===== config.mk =====
export PLATFORM = sky130hd
export DESIGN_NAME = instr_sequencer
export DESIGN_NICKNAME = d
export VERILOG_FILES = /design/src/rtl/instr_sequencer.sv
export SDC_FILE = /design/constraint.sdc
export NUM_CORES = 1
export LEC_CHECK = 0
export ABC_AREA = 1
export BUFFER_PORTS_ARGS = -buffer_cell sky130_fd_sc_hd__buf_2
export CAP_MARGIN = 20
export CORE_MARGIN = 8
export CORE_UTILIZATION = 55
export DETAILED_ROUTE_END_ITERATION = 12
export GPL_TIMING_DRIVEN = 0
export PLACE_DENSITY = 0.95
export RECOVER_POWER = 50
export SYNTH_ARGS = -nofsm -noshare
export SYNTH_HDL_FRONTEND = slang
export SYNTH_SLANG_ARGS = --single-unit

===== constraint.sdc =====
create_clock -name clk -period 3.65 [get_ports clk]
set_input_delay 0.365 -clock clk [delete_from_list [all_inputs] [get_ports clk]]
set_output_delay 0.365 -clock clk [all_outputs]
set_load 0.01 [all_outputs]

===== src/rtl/instr_sequencer.sv =====
// Multi-cycle fetch/decode/execute/writeback sequencer for the ALUR/ALUI/CMPR/CMPI subset.
// Owns PC, IR and retired counter; illegal instructions and fetch timeouts latch a sticky fault.

`ifndef WORD_SIZE
`define WORD_SIZE 32
`endif
`ifndef FUNC_BITS
`define FUNC_BITS 4
`endif
`ifndef ALUIN2_REG
`define ALUIN2_REG 1'b0
`define ALUIN2_IMM 1'b1
`endif
`ifndef OPCODE_ALUR
`define OPCODE_ALUR 4'b1100
`define OPCODE_ALUI 4'b0100
`define OPCODE_CMPR 4'b1101
`define OPCODE_CMPI 4'b0101
`endif
`ifndef INSTR_ADD
`define INSTR_ADD  5'b0_0000
`define INSTR_SUB  5'b0_0001
`define INSTR_AND  5'b0_0100
`define INSTR_OR   5'b0_0101
`define INSTR_XOR  5'b0_0110
`define INSTR_NAND 5'b0_1100
`define INSTR_NOR  5'b0_1101
`define INSTR_XNOR 5'b0_1110
`define INSTR_MVHI 5'b0_1011
`define INSTR_F    5'b1_0000
`define INSTR_EQ   5'b1_0001
`define INSTR_LT   5'b1_0010
`define INSTR_LTE  5'b1_0011
`define INSTR_T    5'b1_1000
`define INSTR_NE   5'b1_1001
`define INSTR_GTE  5'b1_1010
`define INSTR_GT   5'b1_1011
`endif

module instr_sequencer #(
  parameter int unsigned                WORD_SIZE    = `WORD_SIZE,
  parameter logic [`WORD_SIZE-1:0]      RESET_PC     = 32'h0000_0000,
  parameter int unsigned                IMEM_TIMEOUT = 16
) (
  input  logic                  clk,
  input  logic                  reset_n,
  input  logic                  start,
  input  logic                  halt_req,
  output logic                  imem_req,
  output logic [WORD_SIZE-1:0]  imem_addr,
  input  logic                  imem_ack,
  input  logic [WORD_SIZE-1:0]  imem_rdata,
  output logic [`FUNC_BITS:0]   alu_func,
  output logic                  alu_in2_mux,
  output logic [3:0]            regno1,
  output logic [3:0]            regno2,
  output logic [WORD_SIZE-1:0]  imm_out,
  output logic                  regfile_wrtEn,
  output logic [3:0]            regfile_wrtRegno,
  output logic [WORD_SIZE-1:0]  pc,
  output logic [WORD_SIZE-1:0]  retired,
  output logic                  busy,
  output logic                  fault,
  output logic [1:0]            fault_code
);

  localparam int TW = $clog2(IMEM_TIMEOUT + 1);
  localparam logic [TW-1:0] TOUT_LAST = TW'(IMEM_TIMEOUT - 1);

  typedef enum logic [2:0] {
    IDLE, FETCH, DECODE, EXECUTE, WRITEBACK, FAULT
  } state_t;

  state_t state, state_next;

  logic [WORD_SIZE-1:0]  ir;
  logic [TW-1:0]         tout_cnt;
  logic [3:0]            fn;
  logic [3:0]            opcode;
  logic [`FUNC_BITS:0]   dec_func;
  logic                  dec_legal;
  logic                  dec_imm;

  assign fn               = ir[31:28];
  assign opcode           = ir[27:24];
  assign regno1           = ir[7:4];
  assign regno2           = ir[11:8];
  assign regfile_wrtRegno = ir[3:0];
  assign imm_out          = {{(WORD_SIZE-16){ir[23]}}, ir[23:8]};
  assign imem_addr        = pc;

  // The MSB of the ALU function code distinguishes compare from arithmetic classes.
  always_comb begin
    dec_func  = '0;
    dec_legal = 1'b0;
    dec_imm   = 1'b0;
    case (opcode)
      `OPCODE_ALUR, `OPCODE_ALUI: begin
        dec_imm  = (opcode == `OPCODE_ALUI);
        dec_func = {1'b0, fn};
        case ({1'b0, fn})
          `INSTR_ADD, `INSTR_SUB, `INSTR_AND, `INSTR_OR, `INSTR_XOR,
          `INSTR_NAND, `INSTR_NOR, `INSTR_XNOR, `INSTR_MVHI: dec_legal = 1'b1;
          default: dec_legal = 1'b0;
        endcase
      end
      `OPCODE_CMPR, `OPCODE_CMPI: begin
        dec_imm  = (opcode == `OPCODE_CMPI);
        dec_func = {1'b1, fn};
        case ({1'b1, fn})
          `INSTR_F, `INSTR_EQ, `INSTR_LT, `INSTR_LTE,
          `INSTR_T, `INSTR_NE, `INSTR_GTE, `INSTR_GT: dec_legal = 1'b1;
          default: dec_legal = 1'b0;
        endcase
      end
      default: dec_legal = 1'b0;
    endcase
  end

  always_ff @(posedge clk) begin
    if (!reset_n) state <= IDLE;
    else          state <= state_next;
  end

  // An ack in the final allowed FETCH cycle still wins over the timeout.
  always_comb begin
    state_next = state;
    case (state)
      IDLE:      if (start) state_next = FETCH;
      FETCH: begin
        if (imem_ack)                   state_next = DECODE;
        else if (tout_cnt == TOUT_LAST) state_next = FAULT;
      end
      DECODE:    state_next = dec_legal ? EXECUTE : FAULT;
      EXECUTE:   state_next = WRITEBACK;
      WRITEBACK: state_next = halt_req ? IDLE : FETCH;
      FAULT:     state_next = FAULT;
      default:   state_next = IDLE;
    endcase
  end

  always_comb begin
    imem_req      = (state == FETCH);
    regfile_wrtEn = (state == WRITEBACK);
    busy          = (state != IDLE) && (state != FAULT);
    fault         = (state == FAULT);
    alu_func      = '0;
    alu_in2_mux   = `ALUIN2_REG;
    if (state == DECODE || state == EXECUTE || state == WRITEBACK) begin
      alu_func    = dec_func;
      alu_in2_mux = dec_imm ? `ALUIN2_IMM : `ALUIN2_REG;
    end
  end

  always_ff @(posedge clk) begin
    if (!reset_n) begin
      pc         <= RESET_PC;
      ir         <= '0;
      retired    <= '0;
      tout_cnt   <= '0;
      fault_code <= 2'b00;
    end else begin
      case (state)
        FETCH: begin
          if (imem_ack) begin
            ir       <= imem_rdata;
            tout_cnt <= '0;
          end else begin
            tout_cnt <= tout_cnt + TW'(1);
            if (tout_cnt == TOUT_LAST) fault_code <= 2'b01;
          end
        end
        DECODE: if (!dec_legal) fault_code <= 2'b10;
        WRITEBACK: begin
          pc      <= pc + WORD_SIZE'(4);
          retired <= retired + WORD_SIZE'(1);
        end
        default: ;
      endcase
    end
  end

endmodule


### Word level (Yosys, flattened, before mapping)

Memory sizes are Yosys's and may differ from the RTL's. A register that Yosys moved wholly into a read port is not among the register bits.
Index checks and enable logic that the tools add are counted.
Widths: inputs -> output; s select.

* memory bits (read-only): 48
* register bits after elaboration: 106
* output and inout port bits: 152
* word-level logic and storage cells: 59
* memories kept: 2
* input bits: 37

Memory list
* (no name shown): words 32, bits a word 1, rd ports 1, clocked after Yosys merged registers in 1, write ports 0, RTL line 110 `case ({1'b1, fn})`
* (no name shown): words 16, bits a word 1, rd ports 1, clocked after Yosys merged registers in 1, write ports 0, RTL line 101 `case ({1'b0, fn})`

* muxes and demuxes: 21
* add/subtract/negate cells: 3
* reduce and logical (&&, ||, !) cells: 11
* equality and inequality tests: 16

Operators by type and width (number)
* $add 32x1->32 const B: 1
* $add 32x3->32 const B: 1
* $mux 5: 4
* $pmux 3 s6: 1
* $mux 3: 4
* $pmux 5 s2: 1
* $eq 4x3->1 const B: 2
* $eq 4x4->1 const B: 2
* $mux 4: 2
* $eq 3x2->1 const B: 2
* $eq 3x3->1 const B: 2
* $mux 2: 3
* $ne 2x2->1 const B: 3
* $add 5x1->5 const B: 1
* $eq 5x4->1 const B: 1
* $pmux 1 s2: 2
* $pmux 2 s2: 1
* $reduce_and 2->1: 2
* $reduce_and 4->1: 1
* $reduce_or 2->1: 2
* $eq 3x1->1 const B: 1
* $logic_not 3->1: 1
* $mux 1: 3
* $ne 3x1->1 const B: 1
* 6 further kinds: 7

### Depth between registers and ports, before layout

* word-level depth: 5
* gate-level depth with buffers: 10
* depth with buffers taken out: 10

### Worst setup path after synthesis

No wires, ideal clock.

* path type: flip-flop to output port
* start point: reg state[0]
* end point: out alu_in2_mux
* data arrival time: 1.248 ns
* setup slack: 2.037 ns
* data required time: 3.285 ns
* path buffers: 1
* cell stages (with the launch flop): 8
* path through: dfxtp_1 -> nor2_4 -> nand2_4 -> buf_6 -> nand3_2 -> nand3_2 -> or2_1 -> inv_1

* cells in the longest elaborated chain, start to end: 4
* elaborated cells between the ends (all ways): 6
* those cells by class: eq/ne (3); mux (1); reduce/logical (2)

RTL lines
* start: declaration: RTL line 74 `state_t state, state_next;`
* start signal: assignment: RTL line 122 `else state <= state_next;`
* $eq 3x2->1: RTL line 149 `if (state == DECODE || state == EXECUTE || state == WRITEBACK) begin`
* $logic_or 1x1->1: RTL line 149
* $logic_or 1x1->1 (*): RTL line 149
* $mux 1 (*): RTL line 149
* end: declaration: RTL line 54 `output logic alu_in2_mux,`

Mark *: on every way between the ends. The rest lies on a longest branch, timed or not.

### Final worst setup path

Ends and elaborated chain as after synthesis.

==> results by group <==
Setup path
  • WP data required: 3280 ps
  • Crit path launch: state[0]$_SDFFE_PN0P_
  • R2R Setup Slk: 1390 ps
  • Critical path data arrival time: between 2000 and 2500 ps
  • Worst Setup Start Kind: register
  • Critical Path Sink Type: output port
  • Reg2reg start: state[2]$_SDFFE_PN0P_
  • CP max FO: 10
  • Crit Path Category: reg2out

Die
  • Die area: 0.0145 mm^2
  • Initial Utilization: 0.557
  • Die W: 120 um
  • Cell row count: 38
  • Num ports: 189
  • Die Ht: 120 um
  • Core Box Area: 0.0107 mm^2

Logic synthesis
  • Yosys Warn Count: 0
  • Yosys reg bits: 106
  • EDFF count, synth: 0
  • Ranking of synthesized cells by area: dfxtp_1 35%, nand2_1 12%, nor2_1 11%, buf_4 10%, inv_1 6.0%
  • Commonest cells in the netlist: 193 x nand2_1, 178 x nor2_1, 106 x dfxtp_1, 95 x inv_1, 80 x buf_4
  • Async S/R FF share, synth: 0
  • Register area share after synthesis: 0.355
  • Avg Cell Area, Syn: 6.67 um^2
  • Most frequent cell after synthesis: nand2_1
  • Synth area leader: dfxtp_1
  • Cell count after synthesis: 897
  • Synth Cell Area: 0.00598 mm^2
  • Library cells used by synthesis: 42
  • Post-synth top flop: dfxtp_1
  • Yosys top cell area share: 0.355

Placed design
  • Post-place setup slack: 1820 ps
  • GPL Wtd Cong: approximately 0.95
  • Post-placement cell area: ~0.0071 mm^2
  • IO buf count: 184
  • HPWL Detailed: 13600 um

Final layout
  • Layout Nets: 1136
  • Antenna Cells: 0
  • Final instance area: about 0.0071 mm^2
  • Layout area overhead: 18.8%
  • Layout cells sized above 1: 0.199

Drt
  • DRC violations left: 0
  • Final wirelength: 17200 um
  • 1st-pass router iterations: 5
  • DR vias/cell: 5.00
  • Antenna Violating Nets Remaining: 0
  • Detailed-route via count: 6203
  • 1st-iter DRT viols: around 460
  • WL per Instance: 13.9 um

STA
  • RSZ-0062 raised after global routing: false
  • Final setup viols: 0
  • Maximum clock rate: around 420 MHz
  • Final worst setup slack: between 1000 and 1500 ps
  • Slew Viols, Final: 0
  • Minimum clock period: around 2400 ps
  • Worst-Margin Slew: 767 ps
  • TNS Setup: 0 ps
  • Final hold vios: 0
  • Max Clock Skew: between 8 and 9 ps
  • Hold WS: 226 ps
  • Relative slew slack: 0.489
  • Period utilisation layout: 0.659

Power and ir drop
  • Sw frac: 0.293
  • Worst vdd ir: ~0.22 mV
  • Switching Power: 0.723 mW
  • Reported leakage power: 3.20 nW
  • Int Pwr: 1.74 mW
  • PwrDens: 347 mW/mm^2
  • Clock share of power: 0.301
  • Combinational share of power: 0.187
  • Sequential power share: 0.512

Flow run
  • Max-Cap Viols: 0

CTS
  • Max Root-Sink Buffers: 2
  • Clock latency on the worst-skew pair: 360 ps
  • # hold bufs at CTS: 0
  • Cts repair resizes: 0
  • Clk sinks: 106
  • Worst-path clk slew: 100 ps
  • CTS tree: yes
  • Inserted Clock Buffers: 9
  • Root buf cell: clkbuf_8
  • Post-CTS Setup Bufs: 0
  • H-tree Lvls: 3

Min path
  • HP Start: imem_rdata[2]
  • Worst hold path class: in2reg

Global route
  • Gr usage total: 0.233
  • Initial antenna violation count: 0
  • Pin count of the biggest net entering global routing: 19
  • First-pass GRT wire length: 27900 um
  • Vias in the first global route: 5926
  • GRT Residual Overflow: 0

Outcome
  • Status: finished clean
## stage by stage
step	std cells	utilization	total power, mW
2_1_floorplan	900	-	1.62
3_3_place_gp	1224	0.660	1.77
3_5_place_dp	1224	0.660	1.79
4_1_cts	1240	0.679	2.52
5_1_grt	1240	0.662	2.60
6_report	1240	0.662	2.47
## power groups by stage
stage | logic, mW | registers [mW] | clock network (mW)
finish | 0.461 | 1.26 | 0.742
global route | 0.513 | 1.27 | 0.815
CTS | 0.495 | 1.27 | 0.757
detailed placement | 0.493 | 1.29 | 0
global placement | 0.480 | 1.29 | 0
floorplan | 0.332 | 1.28 | 0
## placed cells by master (no fill, tap or decap), types with 2 or more instances in the layout
cell      synthesis  layout
nor2_2            5       5
nor2_8            4       3
buf_2             5      99
o21ai_0          61      62
dfxtp_1         106     106
clkbuf_8          0       9
conb_1            1       4
nor2_1          178     181
a211oi_1          2       2
a21oi_1          40      40
buf_4            80      60
nor3_4            2       2
clkinv_4          0       2
nor3b_1           4       4
nor2_4            6       4
clkbuf_1         10     103
nand3_1          35      36
ha_1              4       4
nand2_2           2       2
nand3_2           5       5
o21bai_1          2       2
inv_1            95      98
nand3b_1          2       2
o21ai_1           4       3
nand4_1          17      17
nor3_1           10      10
nor4_1            3       3
clkbuf_4          0      19
nand2_1         193     195
## path summary, 6_finish.rpt
path | end | depth (start not counted)
worst min register to register | fault_code[0]$_SDFFE_PN0P_ | 2
worst max-delay path | alu_in2_mux | 8
worst min-delay path | ir[2]$_SDFFE_PN0N_ | 3
worst max register to register | ir[18]$_SDFFE_PN0N_ | 7
## logic make-up after synthesis
| logic type | share of synthesized area |
|---|---|
| DFF | 0.355 |
| AOI/OAI and AO/OA | 0.0989 |
| adders and majority gates | 0.00837 |
| other | 0.000627 |
| buffers and inverters | 0.177 |
| and+or+nand+nor | 0.357 |
| xor gates and xnor gates | 0.00293 |
## worst max-delay path: stages (launching register included)
cell and delay (ps):
dfxtp_1 360, nor2_1 240, nand2_1 230, buf_6 230, nand3_2 120, nand3_2 110
or2_1 220, inv_1 40, buf_2 120
## state kept, by name, summed over array words and instances (netlist names), named ones only
signal	count
ir	32
retired	32
imem_addr	30
tout_cnt	5
state	3
fault_code	2
## per-layer routing
| layer | up-vias | part of all wire | GRT usage |
|---|---|---|---|
| met4 | 0 | 0.018 | 0.0788 |
| met2 | 266 | 0.48 | 0.411 |
| li1 | 3158 | - | - |
| met1 | 2747 | 0.41 | 0.267 |
| met3 | 32 | 0.091 | 0.0620 |
| met5 | - | 0 | 0 |
## cell type report
class / instances / area (um^2)
fillers: 998 / 3630
multi-input cells: 597 / 2750
flip-flops and latches: 106 / 2120
repair buffers: 184 / 808
plain buffers: 98 / 678
inverters: 99 / 372
well taps: 140 / 175
clock buffers: 10 / 128
clock inverters: 6 / 75.1
(Power assumes the default switching activity.)
